--- src/rtl/dct_row_sequencer.sv ---
// Serial-to-row sequencer feeding the 8-point DCT butterfly stage.
// Applies the JPEG level shift and ping-pong buffers rows across two banks.
module dct_row_sequencer #(
  parameter int WIDTH       = 8,
  parameter bit LEVEL_SHIFT = 1'b1
) (
  input  logic                    Clk,
  input  logic                    Rst,
  input  logic                    In_Valid,
  output logic                    In_Ready,
  input  logic [WIDTH-1:0]        In_Data,
  output logic                    Out_Valid,
  input  logic                    Out_Ready,
  output logic signed [WIDTH-1:0] Out_Pixel_0,
  output logic signed [WIDTH-1:0] Out_Pixel_1,
  output logic signed [WIDTH-1:0] Out_Pixel_2,
  output logic signed [WIDTH-1:0] Out_Pixel_3,
  output logic signed [WIDTH-1:0] Out_Pixel_4,
  output logic signed [WIDTH-1:0] Out_Pixel_5,
  output logic signed [WIDTH-1:0] Out_Pixel_6,
  output logic signed [WIDTH-1:0] Out_Pixel_7,
  output logic [2:0]              Out_Row,
  output logic                    Out_Block_Last
);

  typedef enum logic [1:0] {
    EMPTY   = 2'd0,
    FILLING = 2'd1,
    FULL    = 2'd2
  } bank_state_t;

  bank_state_t      st     [2];
  bank_state_t      st_nxt [2];
  logic [WIDTH-1:0] bank   [2][8];

  logic             wr, rd, wr_nxt, rd_nxt;
  logic [2:0]       col, row;
  logic             in_fire, out_fire;
  logic             ready_nxt, valid_nxt;
  logic [WIDTH-1:0] cap;

  // The draining bank is always FULL and the filling bank never is, so the two
  // updates below never target the same bank.
  always_comb begin
    in_fire   = In_Valid && In_Ready;
    out_fire  = Out_Valid && Out_Ready;
    cap       = In_Data;
    if (LEVEL_SHIFT) cap[WIDTH-1] = ~In_Data[WIDTH-1];
    st_nxt[0] = st[0];
    st_nxt[1] = st[1];
    wr_nxt    = wr;
    rd_nxt    = rd;
    if (out_fire) begin
      st_nxt[rd] = EMPTY;
      rd_nxt     = ~rd;
    end
    if (in_fire) begin
      if (col == 3'd7) begin
        st_nxt[wr] = FULL;
        wr_nxt     = ~wr;
      end else begin
        st_nxt[wr] = FILLING;
      end
    end
    ready_nxt = (st_nxt[wr_nxt] != FULL);
    valid_nxt = (st_nxt[rd_nxt] == FULL);
  end

  always_ff @(posedge Clk or posedge Rst) begin
    if (Rst) begin
      st[0]     <= EMPTY;
      st[1]     <= EMPTY;
      wr        <= 1'b0;
      rd        <= 1'b0;
      col       <= '0;
      row       <= '0;
      In_Ready  <= 1'b0;
      Out_Valid <= 1'b0;
    end else begin
      st[0]     <= st_nxt[0];
      st[1]     <= st_nxt[1];
      wr        <= wr_nxt;
      rd        <= rd_nxt;
      In_Ready  <= ready_nxt;
      Out_Valid <= valid_nxt;
      if (in_fire)  col <= col + 3'd1;
      if (out_fire) row <= row + 3'd1;
    end
  end

  always_ff @(posedge Clk or posedge Rst) begin
    if (Rst) begin
      for (int unsigned b = 0; b < 2; b++) begin
        for (int unsigned k = 0; k < 8; k++) begin
          bank[b][k] <= '0;
        end
      end
    end else if (in_fire) begin
      bank[wr][col] <= cap;
    end
  end

  assign Out_Pixel_0    = bank[rd][0];
  assign Out_Pixel_1    = bank[rd][1];
  assign Out_Pixel_2    = bank[rd][2];
  assign Out_Pixel_3    = bank[rd][3];
  assign Out_Pixel_4    = bank[rd][4];
  assign Out_Pixel_5    = bank[rd][5];
  assign Out_Pixel_6    = bank[rd][6];
  assign Out_Pixel_7    = bank[rd][7];
  assign Out_Row        = row;
  assign Out_Block_Last = (row == 3'd7);

endmodule
--- config.mk ---
export PLATFORM = sky130hd
export DESIGN_NAME = dct_row_sequencer
export DESIGN_NICKNAME = d
export VERILOG_FILES = /design/src/rtl/dct_row_sequencer.sv
export SDC_FILE = /design/constraint.sdc
export NUM_CORES = 1
export LEC_CHECK = 0
export BUFFER_PORTS_ARGS = -buffer_cell sky130_fd_sc_hd__buf_4
export CAP_MARGIN = 20
export CORE_MARGIN = 10
export CORE_UTILIZATION = 49
export DETAILED_ROUTE_END_ITERATION = 8
export MAX_ROUTING_LAYER = met4
export PLACE_DENSITY = 0.69
export SLEW_MARGIN = 40
export SYNTH_ARGS = -nofsm -noshare
export SYNTH_HDL_FRONTEND = slang
export SYNTH_SLANG_ARGS = --single-unit
export TNS_END_PERCENT = 10
--- constraint.sdc ---
create_clock -name Clk -period 11.08 [get_ports Clk]
set_clock_uncertainty 0.05 [all_clocks]
set_input_delay 2.216 -clock Clk [delete_from_list [all_inputs] [get_ports Clk]]
set_output_delay 2.216 -clock Clk [all_outputs]
set_load 0.01 [all_outputs]
==> results of run 1 <==
[routing by layer]
| metal | global-route usage, % | up-vias |
|---|---|---|
| li1 | - | 1731 |
| met1 | 20.63 | 1916 |
| met2 | 24.56 | 92 |
| met3 | 4.593 | 13 |
| met4 | 3.809 | 0 |
| met5 | - | - |
[path summary, 6_finish.rpt]
| check | endpoint | startpoint | slack [ns] | depth (start not counted) |
|---|---|---|---|---|
| max | Out_Pixel_6[1] | rd | 6.42 | 3 |
| min | bank[119] | bank[119] | 0.43 | 2 |
| max reg2reg | bank[61] | wr | 8.94 | 3 |
| min reg2reg | bank[119] | bank[119] | 0.43 | 2 |
| max in group asynchronous | rd | Rst | 8.03 | 3 |
| min in group asynchronous | bank[126] | Rst | 1.83 | 2 |
[power groups by stage]
stage	logic, mW	registers, mW	clock network [mW]
after global placement	0.982	0.917	0
after CTS	1.01	0.923	0.572
after floorplan	0.664	0.860	0
final	0.984	0.923	0.561
after global routing	1.07	0.956	0.595
after detailed placement	1.00	0.929	0
[stage by stage]
step           total power, mW  util (%)  cells
6_report                 2.468     60.68    705
5_1_grt                  2.626     60.68    705
4_1_cts                  2.503     60.68    705
3_5_place_dp             1.929     56.03    673
3_3_place_gp             1.899     56.00    673
2_1_floorplan            1.525         -    441
[synth_stat cells, drive strengths merged, types with 2 or more instances]
cell type  instances  share of area (%)
or4                2               0.24
nand3              4               0.31
o31ai              2               0.24
clkbuf            11               0.65
dfrtp            142                 56
o211ai             2               0.24
nand2             12               0.83
mux2             180                 33
buf               12                1.2
ha                 4               0.79
nand2b             7               0.69
inv                2               0.12
xnor2              3               0.41
o21ai             12               0.94
nand4b             2               0.28
a21oi             10               0.79
nor2              20                1.5
[layout make-up]
cell class	instances	area [um^2]	share of cell area [%]
flip-flops and latches	142	3555	46.23
multi-input cells	274	2690	34.99
clock inverters	6	80.08	1.041
clock buffers	26	509.2	6.623
repair buffers	83	626.9	8.153
well taps	172	215.2	2.799
inverters	2	12.51	0.1627
[state kept, by name, indices dropped and copies added, names as in the netlist]
name / flops
In_Ready: 1
Out_Row: 3
Out_Valid: 1
bank: 128
col: 3
rd: 1
st: 4
wr: 1
[logic make-up (layout without fill, tap and decap cells)]
kind of cell	after synthesis	count (layout)	synth area share (%)
buffers and inverters	25	117	1.965
adder cells (fa/ha/maj)	4	4	0.7859
AO/OA/AOI/OAI	30	30	2.711
multiplexers	181	181	33.22
XOR/XNOR	3	3	0.4126
AND/OR/NAND/NOR	56	56	5.108
flip-flops	142	142	55.80
[worst max-delay path, cell delays in order (launching register included)]
cell and delay, ns:
dfrtp_2 0.84, buf_4 0.53, mux2_2 0.41, buf_4 0.15
==> metrics.txt, run 1 <==
status=complete, no violations; PortBufs=just over 80; # IOs=slightly above 80; peak supply drop=about 160 uV; Final nets=roughly 540; initial antenna violation count=0; fin worst setup slack=around 6.4 ns; wire length per cell=19.33 um; clock power share=between 20 and 25%; syn nets=between 400 and 500; first-pass GRT wire length=22020 um; Rel. slew slack=50.33%; part of the power in registers=37.4%; Switching Fraction=a little under a third; Iter 0 DRT Violations=around 230; Die Width=approximately 130 um; clock tree buffer depth=2; Post-synth EDFFs=0; metal3 WL=~670 um; gr ovfl total=0; Vias=3752; Initial Util=between 50% and 60%; asr flop ratio synth=between 90% and 100%; Cell Pwr Density=about 320 nW/um^2; M1 WL=between 6000 and 7000 um; DRC violations left=0; Post-DP HPWL=slightly below 9000 um; core area=between 10000 and 15000 um^2; Synth Register Bits=142; die outline area=approximately 18000 um^2; crit end category=output pin; ys flop type=dfrtp_1; crit start category=register; Worst-path clk slew=~0.06 ns; n_diodes=0; GPL Wtd Cong=0.7722; overall routed net length=roughly 14000 um; Slew @ Worst Pin=~0.75 ns; count of cell types in the netlist=38; die height=roughly 130 um; Mapped Area=around 6400 um^2; worst hold margin=0.4284 ns; metal2 WL=between 6000 and 7000 um; Post-Layout Inst Area=7689 um^2; setup tns final=0 ns; critical-path maximum fanout=35; RSZ-0062 raised after global routing=false; row count=41; final cycle utilization of the critical path=approximately 42%; worst skew pair latency=just over 0.4 ns; Syn Area/Cell=14.44 um^2; final-report setup violation count=0; sequential share of the synthesized area=55.80%; H-tree levels=4; Power Internal=~1.7 mW; Inserted Clock Buffers=17; post-CTS resize count=0; DRT Pass-1 Iters=4; total track usage=roughly 16%; critical path type=reg -> out; commonest non-fill, non-tap cell in the layout=mux2_2; minimum clock period=roughly 4.7 ns; Synthesis Warnings=0; Leak Pwr=about 3.6 nW; # hold bufs at CTS=0; critical path arrival=between 2 and 2.5 ns; antenna viol nets, final=0; fmax=~0.21 GHz; largest net degree at the start of global routing=between 70 and 80; clock sink count=142; post-synthesis cell count=between 400 and 500; Root Driver=clkbuf_16; pre-CTS setup slack=between 6 and 7 ns; Post-CTS Setup Inserts=0; number of global-route vias before repair=4043; Synth-to-Final Area Change=20.73%; Data required, critical path=about 9 ns; max-cap violation count=0; Max Slew Vio Count=0; DR top layer=met4; CTS tree=built; Cell Area, Placed=between 7000 and 8000 um^2; Fillers=just under 1000; Final Hold Vio Count=0; share of cells above drive strength 1=57.22%; Gate power share=39.9%; routed vias/inst=between 5 and 6; most frequent cells in the layout=mux2_2, dfrtp_1, buf_4, mux2_4, clkbuf_16; Worst Hold Class=reg -> reg; P_sw=about 0.76 mW
Note: power is estimated with default switching activity, not from simulation.
==> run 2, diff against run 1 <==
- clock period: 11.08 -> 4.66 ns (I/O delays scaled with it)
==> run 2 against run 1 <==
Critical endpoint is now Out_Pixel_1[4]; first-iteration DRC count rose by 4.0%; combinational power grew 140%; power is 130% higher; sequential power rose by 140%; sequential share of layout area grew 0.24 points; critical path type unchanged; clock power increased by 120%; hold slack worse by 0.00075 ns; sequential cell count is the same.
==> metrics.txt, run 2 (synthesis gave the netlist of run 1 again) <==
Biggest register=bank (unchanged); Data required, critical path=3.68 ns (was 8.81 ns); worst-path cell chain=buf_4 -> mux2_2 -> buf_4 (unchanged); clock sink count=142 (unchanged); FF-to-FF setup slack=2.47 ns (was 8.94 ns); DRT Pass-1 Iters=5 (was 4); Max Slew Vio Count=0 (unchanged); Worst Hold Class=reg -> reg (unchanged); critical path arrival=2.08 ns (was 2.40 ns); Post-CTS Setup Inserts=0 (unchanged); fmax=around 0.33 GHz; share of cells above drive strength 1=57.12% (was 57.22%); first-pass GRT wire length=21890 um (was 22020 um); row count=41 (unchanged); total track usage=15.96% (was 16.02%); commonest non-fill, non-tap cell in the layout=mux2_2 (unchanged); minimum clock period=between 3 and 4 ns; Max stage delay on crit path=0.75 ns (was 0.84 ns); CTS tree=built (unchanged); crit end category=output pin (unchanged); reg-to-reg endpoint=Out_Valid (was bank[61]); Global Route met3 Usage=4.294% (was 4.593%); initial antenna violation count=0 (unchanged); Worst-path clk slew=0.05 ns (was 0.06 ns); Die Width=134.0 um (unchanged); peak supply drop=410.7 uV (was 155.5 uV); GPL Wtd Cong=0.8068 (was 0.7722); register area=3557 um^2 (was 3555 um^2); worst skew pair latency=0.42 ns (was 0.41 ns); Final nets=537 (was 536); overall routed net length=13430 um (was 13630 um); Reg2Reg Depth=5 (was 3); Initial Util=50.26% (unchanged); Synth-to-Final Area Change=20.18% (was 20.73%); Cell Area, Placed=7114 um^2 (was 7099 um^2); area taken by multi-input logic gates=2690 um^2 (unchanged); final cycle utilization of the critical path=between 60% and 70%; Inserted Clock Buffers=17 (unchanged); die height=134.0 um (unchanged); Post-Layout Inst Area=7654 um^2 (was 7689 um^2); max-cap violation count=0 (unchanged); non-filler cells, final=706 (was 705); Top Registers=bank x128, st x4 (unchanged); gr ovfl total=0 (unchanged); # hold bufs at CTS=0 (unchanged); # placed instances=674 (was 673); Root Driver=clkbuf_16 (unchanged); Vias=3730 (was 3752); Final Hold Vio Count=0 (unchanged); crit-path most repeated cell=buf_4 (unchanged); CP Depth=3 (unchanged); core area=12670 um^2 (unchanged); Buf/Inv on CP=2 (unchanged); max reg flops=128 (unchanged); Iter 0 DRT Violations=234 (was 225); routed vias/inst=5.283 (was 5.322); RSZ-0062 raised after global routing=false (unchanged); DRC violations left=0 (unchanged); antenna viol nets, final=0 (unchanged); PortBufs=81 (unchanged); end point of the critical path=Out_Pixel_1[4] (was Out_Pixel_6[1]); met2 usage=23.90% (was 24.56%); Slowest-stage cell, CP=dfrtp_4 (was dfrtp_2); critical path type=reg -> out (unchanged); Fillers=1017 (was 978); crit start category=register (unchanged); Leak Pwr=3.561 nW (was 3.580 nW); CP startpoint=rd (unchanged); # IOs=82 (unchanged); post-CTS resize count=0 (unchanged); GRT Max-Usage Layer=met2 (unchanged); Reg2Reg Launch Point=rd (was wr); Crit path max-delay family=flip-flops (unchanged); final-report setup violation count=0 (unchanged); die outline area=17960 um^2 (unchanged); Rel. slew slack=50.65% (was 50.33%); Post-DP HPWL=8728 um (was 8869 um); critical-path maximum fanout=34 (was 35); wire length per cell=19.02 um (was 19.33 um); n_diodes=0 (unchanged); met1 track demand over resource=20.55% (was 20.63%); clock tree buffer depth=2 (unchanged); largest net degree at the start of global routing=143 (was 75); Cell Pwr Density=754.5 nW/um^2 (was 320.9 nW/um^2); worst hold margin=0.4277 ns (was 0.4284 ns); status=complete, no violations (unchanged); setup tns final=0 ns (unchanged); number of global-route vias before repair=3986 (was 4043); Slew @ Worst Pin=0.7402 ns (was 0.7450 ns); most frequent cells in the layout=mux2_2, dfrtp_1, buf_4, mux2_4, clkbuf_16 (unchanged); H-tree levels=4 (unchanged)
run 2: cell count changes in the layout (fill, tap and decap cells not counted), sizes merged:
cell / before / now
clkinv: 4 / 7
buf: 83 / 84
bufinv: 2 / 1
clkinvlp: 0 / 1
clkbuf: 26 / 24
inv: 2 / 1
run 2: how the worst min path moves through the flow:
stage                   start         to  slack (ns)  cells past startpoint
finish               bank[63]   bank[63]        0.43                      2
global route        bank[127]  bank[127]        0.46                      2
CTS                  bank[63]   bank[63]        0.43                      2
detailed placement   bank[63]   bank[63]        0.42                      2
global placement     bank[63]   bank[63]        0.41                      2
floorplan            bank[63]   bank[63]        0.39                      2
run 2: final cells by class:
type                    instances  share of cell area [%]
flip-flops and latches        142                   46.48
multi-input cells             274                   35.15
repair buffers                 84                   8.403
clock buffers                  24                   6.163
well taps                     172                   2.812
clock inverters                 8                  0.8501
inverters                       2                  0.1471
run 2: report_power, final:
part / internal [mW] / total [mW] / leakage (nW) / switching [mW]
Combinational: 1.41 / 2.35 / 1.52 / 0.938
Sequential: 1.81 / 2.19 / 1.77 / 0.387
Clock: 0.754 / 1.23 / 0.271 / 0.480
run 2: worst reg2reg max path, stage by stage (launching register included):
cell	delay, ns
dfrtp_4	0.75
buf_4	0.38
and3b_1	0.24
or2_2	0.34
o31ai_1	0.21
o21ai_1	0.09
run 2: routing by layer:
metal	routed length [um]	up-vias	part of all wire, %
met2	6124	81	46
met5	0	-	0
li1	-	1739	-
met3	499	20	3.7
met4	199	0	1.5
met1	6606	1890	49
run 2: stage by stage:
stage               power [mW]  util, %  setup WS [ns]
global placement         4.525    56.15          1.823
floorplan                3.625        -          1.901
global route             6.152    60.40          1.522
detailed placement       4.597    56.15          1.802
CTS                      5.850    60.38          1.358
finish                   5.774    60.40          1.596
==> run 3, diff against run 2 <==
- ABC_AREA: unset -> 1
- PLACE_DENSITY: 0.69 -> 0.72
- clock period: 4.66 -> 2.45 ns (I/O delays scaled with it)
==> run 3 against run 2 <==
Utilization grew 1.4 points; highest routed layer unchanged; count of clock-buffer cells in the layout shrank 2; routed wire length grew 15%; largest power group is now sequential cells; non-clock buffer count grew 5; via count grew 35%; critical path type unchanged; sequential power grew 82%; power grew 89%; first-iteration DRC count grew 130%.
==> metrics.txt, run 3 <==
asr flop ratio synth=100.0% (unchanged); final core occ=61.77% (was 60.40%); post-synthesis cell count=718 (was 441); Die Width=131.2 um (was 134.0 um); commonest cells in the netlist=nand2_1, dfrtp_1, o21ai_0 (was mux2_2, dfrtp_1, mux2_4); max-cap violation count=0 (unchanged); Biggest register=bank (unchanged); worst-path cell chain=inv_2 -> buf_4 -> nand2_1 -> nand2_1 -> buf_4 (was buf_4 -> mux2_2 -> buf_4); area taken by multi-input logic gates=2176 um^2 (was 2690 um^2); critical path type=reg -> out (unchanged); die outline area=17220 um^2 (was 17960 um^2); Final nets=803 (was 537); Rel. slew slack=54.73% (was 50.65%); Post-CTS Setup Inserts=0 (unchanged); combinational family with the most area after synthesis=simple AND/OR/NAND/NOR gates (was multiplexers); number of global-route vias before repair=4974 (was 3986); crit start category=register (unchanged); Root Driver=clkbuf_16 (unchanged); critical path arrival=1.65 ns (was 2.08 ns); Post-Synth XOR/XNOR Area=0.2890% (was 0.4126%); total track usage=19.04% (was 15.96%); Yosys top cell by area=dfrtp_1 (unchanged); Mapped Area=6061 um^2 (was 6369 um^2); Initial Util=50.25% (was 50.26%); Worst-path clk slew=0.06 ns (was 0.05 ns); min-delay src=In_Data[6] (was bank[63]); most frequent cells in the layout=nand2_1, dfrtp_1, o21ai_0, buf_4, inv_1 (was mux2_2, dfrtp_1, buf_4, mux2_4, clkbuf_16); CTS tree=built (unchanged); final-report setup violation count=0 (unchanged); synth top area cells=dfrtp_1, nand2_1, o21ai_0 (was dfrtp_1, mux2_2, mux2_4); share of cells above drive strength 1=16.00% (was 57.12%); top cell type's share of synthesized area=58.63% (was 55.80%); overall routed net length=15410 um (was 13430 um); commonest non-fill, non-tap cell in the layout=nand2_1 (was mux2_2); Fillers=1017 (unchanged); syn nets=734 (was 457); simple-gate portion of the synthesized area=23.02% (was 5.108%); GPL Wtd Cong=0.8502 (was 0.8068); FF-to-FF setup slack=0.70 ns (was 2.47 ns); Cell Pwr Density=1463 nW/um^2 (was 754.5 nW/um^2); DRT Pass-1 Iters=5 (unchanged); hold endpoint=bank[22] (was bank[63]); setup tns final=0 ns (unchanged); first-pass GRT wire length=25850 um (was 21890 um); PortBufs=81 (unchanged); peak supply drop=700.2 uV (was 410.7 uV); Final Hold Vio Count=0 (unchanged); # placed instances=935 (was 674); routed vias/inst=5.198 (was 5.283); gr ovfl total=0 (unchanged); fin worst setup slack=0.2620 ns (was 1.596 ns); DRC violations left=0 (unchanged); ys flop type=dfrtp_1 (unchanged); largest net degree at the start of global routing=63 (was 143); clock tree buffer depth=2 (unchanged); Synth Register Bits=142 (unchanged); worst skew pair latency=0.42 ns (about the same); Leak Pwr=3.871 nW (was 3.561 nW); Slew @ Worst Pin=0.6783 ns (was 0.7402 ns); crit end category=output pin (unchanged); row count=40 (was 41); die height=131.2 um (was 134.0 um); Worst Hold Class=in -> reg (was reg -> reg); count leader, synth=nand2_1 (was mux2_2); Adder-Cell Fraction of Synth Area=0.8258% (was 0.7859%); pre-CTS setup slack=0.6076 ns (was 1.802 ns); non-filler cells, final=968 (was 706); Post-synth EDFFs=0 (unchanged); post-synthesis compound-gate area fraction=11.40% (was 2.711%); Inserted Clock Buffers=17 (unchanged); Iter 0 DRT Violations=549 (was 234); core area=12060 um^2 (was 12670 um^2); max reg flops=128 (unchanged); RSZ-0062 raised after global routing=false (unchanged); Vias=5032 (was 3730); CP Depth=5 (was 3); Buf/Inv on CP=3 (was 2); Slowest-stage cell, CP=dfrtp_1 (was dfrtp_4); minimum clock period=2.188 ns; Crit path max-delay family=buffers and inverters (was flip-flops); Data required, critical path=1.91 ns (was 3.68 ns); count of cell types in the netlist=18 (was 38); Synth-to-Final Area Change=22.94% (was 20.18%); fmax=0.4570 GHz; antenna viol nets, final=0 (unchanged); sequential share of the synthesized area=58.63% (was 55.80%); Syn Area/Cell=8.441 um^2 (was 14.44 um^2); post-synthesis mux area share=0.3716% (was 33.22%); Synthesis Warnings=0 (unchanged); register area=3553 um^2 (was 3557 um^2); Post-DP HPWL=9690 um (was 8728 um); reg-to-reg endpoint=bank[79] (was Out_Valid); n_diodes=0 (unchanged); Reg2Reg Depth=5 (unchanged); critical-path maximum fanout=38 (was 34); wire length per cell=15.92 um (was 19.02 um); H-tree levels=4 (unchanged); final cycle utilization of the critical path=89.31%; worst hold path depth=3 (was 2); # IOs=82 (unchanged); Top Registers=bank x128, st x4 (unchanged); initial antenna violation count=0 (unchanged); Max Slew Vio Count=0 (unchanged); Reg2Reg Launch Point=wr (was rd); Max stage delay on crit path=0.41 ns (was 0.75 ns); clock sink count=142 (unchanged); status=complete, no violations (unchanged); worst hold margin=0.2407 ns (was 0.4277 ns)
[run 3: cell types whose count changed after synthesis, sizes merged, moves of 4 or more]
cell    delta
mux2     -178
nand2    +330
nor2      -20
buf        +4
clkbuf    +12
inv       +28
a21oi     -10
o21ai    +126
nand3      +6
nor3       +7
nand2b     -7
[run 3: what timing repair did]
item | 4_1_cts | 5_1_grt
resized for setup | 0 | 0
setup endpoints to repair | 0 | 0
hold endpoints to repair | 2 | 0
hold buffers | 1 | 0
[run 3: through the flow]
stage	power [mW]	cell area [um^2]
finish	10.90	7451
CTS	11.00	7451
global placement	7.782	6741
floorplan	6.144	6065
detailed placement	7.929	6741
global route	11.72	7451
[run 3: per-layer routing]
layer  wire (um)  global-route usage, %  share of wire (%)
met5           0                      -                  0
met4         159                  5.375                1.0
met3         990                  5.755                6.4
met2        7103                  27.66                 46
met1        7160                  25.25                 46
[run 3: report_power, final]
part           switching (mW)  total (mW)  internal (mW)  leakage, nW
Sequential              0.577        3.98           3.40         1.80
Clock                   0.970        3.01           2.04        0.338
Combinational            2.27        3.91           1.64         1.73
[run 3: area by class of cell]
class / instances / area share (%)
Inverter: 30 / 1.562
Multi-Input combinational cell: 507 / 29.20
Clock buffer: 22 / 6.633
Tap cell: 168 / 2.821
Clock inverter: 10 / 2.754
Timing Repair Buffer: 89 / 9.337
Sequential cell: 142 / 47.69
[run 3: tightest hold or removal path, delay by kind of cell]
kind | cells | cell delay [ns]
buffers and inverters | 1 | 0.09
and+or+nand+nor | 1 | 0.04
AOI/OAI and AO/OA | 1 | 0.05
[run 3: cell families after synthesis]
| kind of cell | count (synthesis) |
|---|---|
| AO/OA/AOI/OAI | 138 |
| XOR/XNOR | 2 |
| adder cells (fa/ha/maj) | 4 |
| buffers and inverters | 69 |
| flip-flops | 142 |
| multiplexers | 2 |
| AND/OR/NAND/NOR | 361 |
[run 3: how the worst max path moves through the flow]
stage | from | to | slack [ns]
4_1_cts | rd | Out_Pixel_1[5] | 0.24
3_5_place_dp | In_Valid | bank[66] | 0.61
2_1_floorplan | Rst | In_Ready | 0.13
3_3_place_gp | In_Valid | bank[122] | 0.67
5_1_grt | rd | Out_Pixel_1[6] | 0.14
6_report | rd | Out_Pixel_1[5] | 0.26
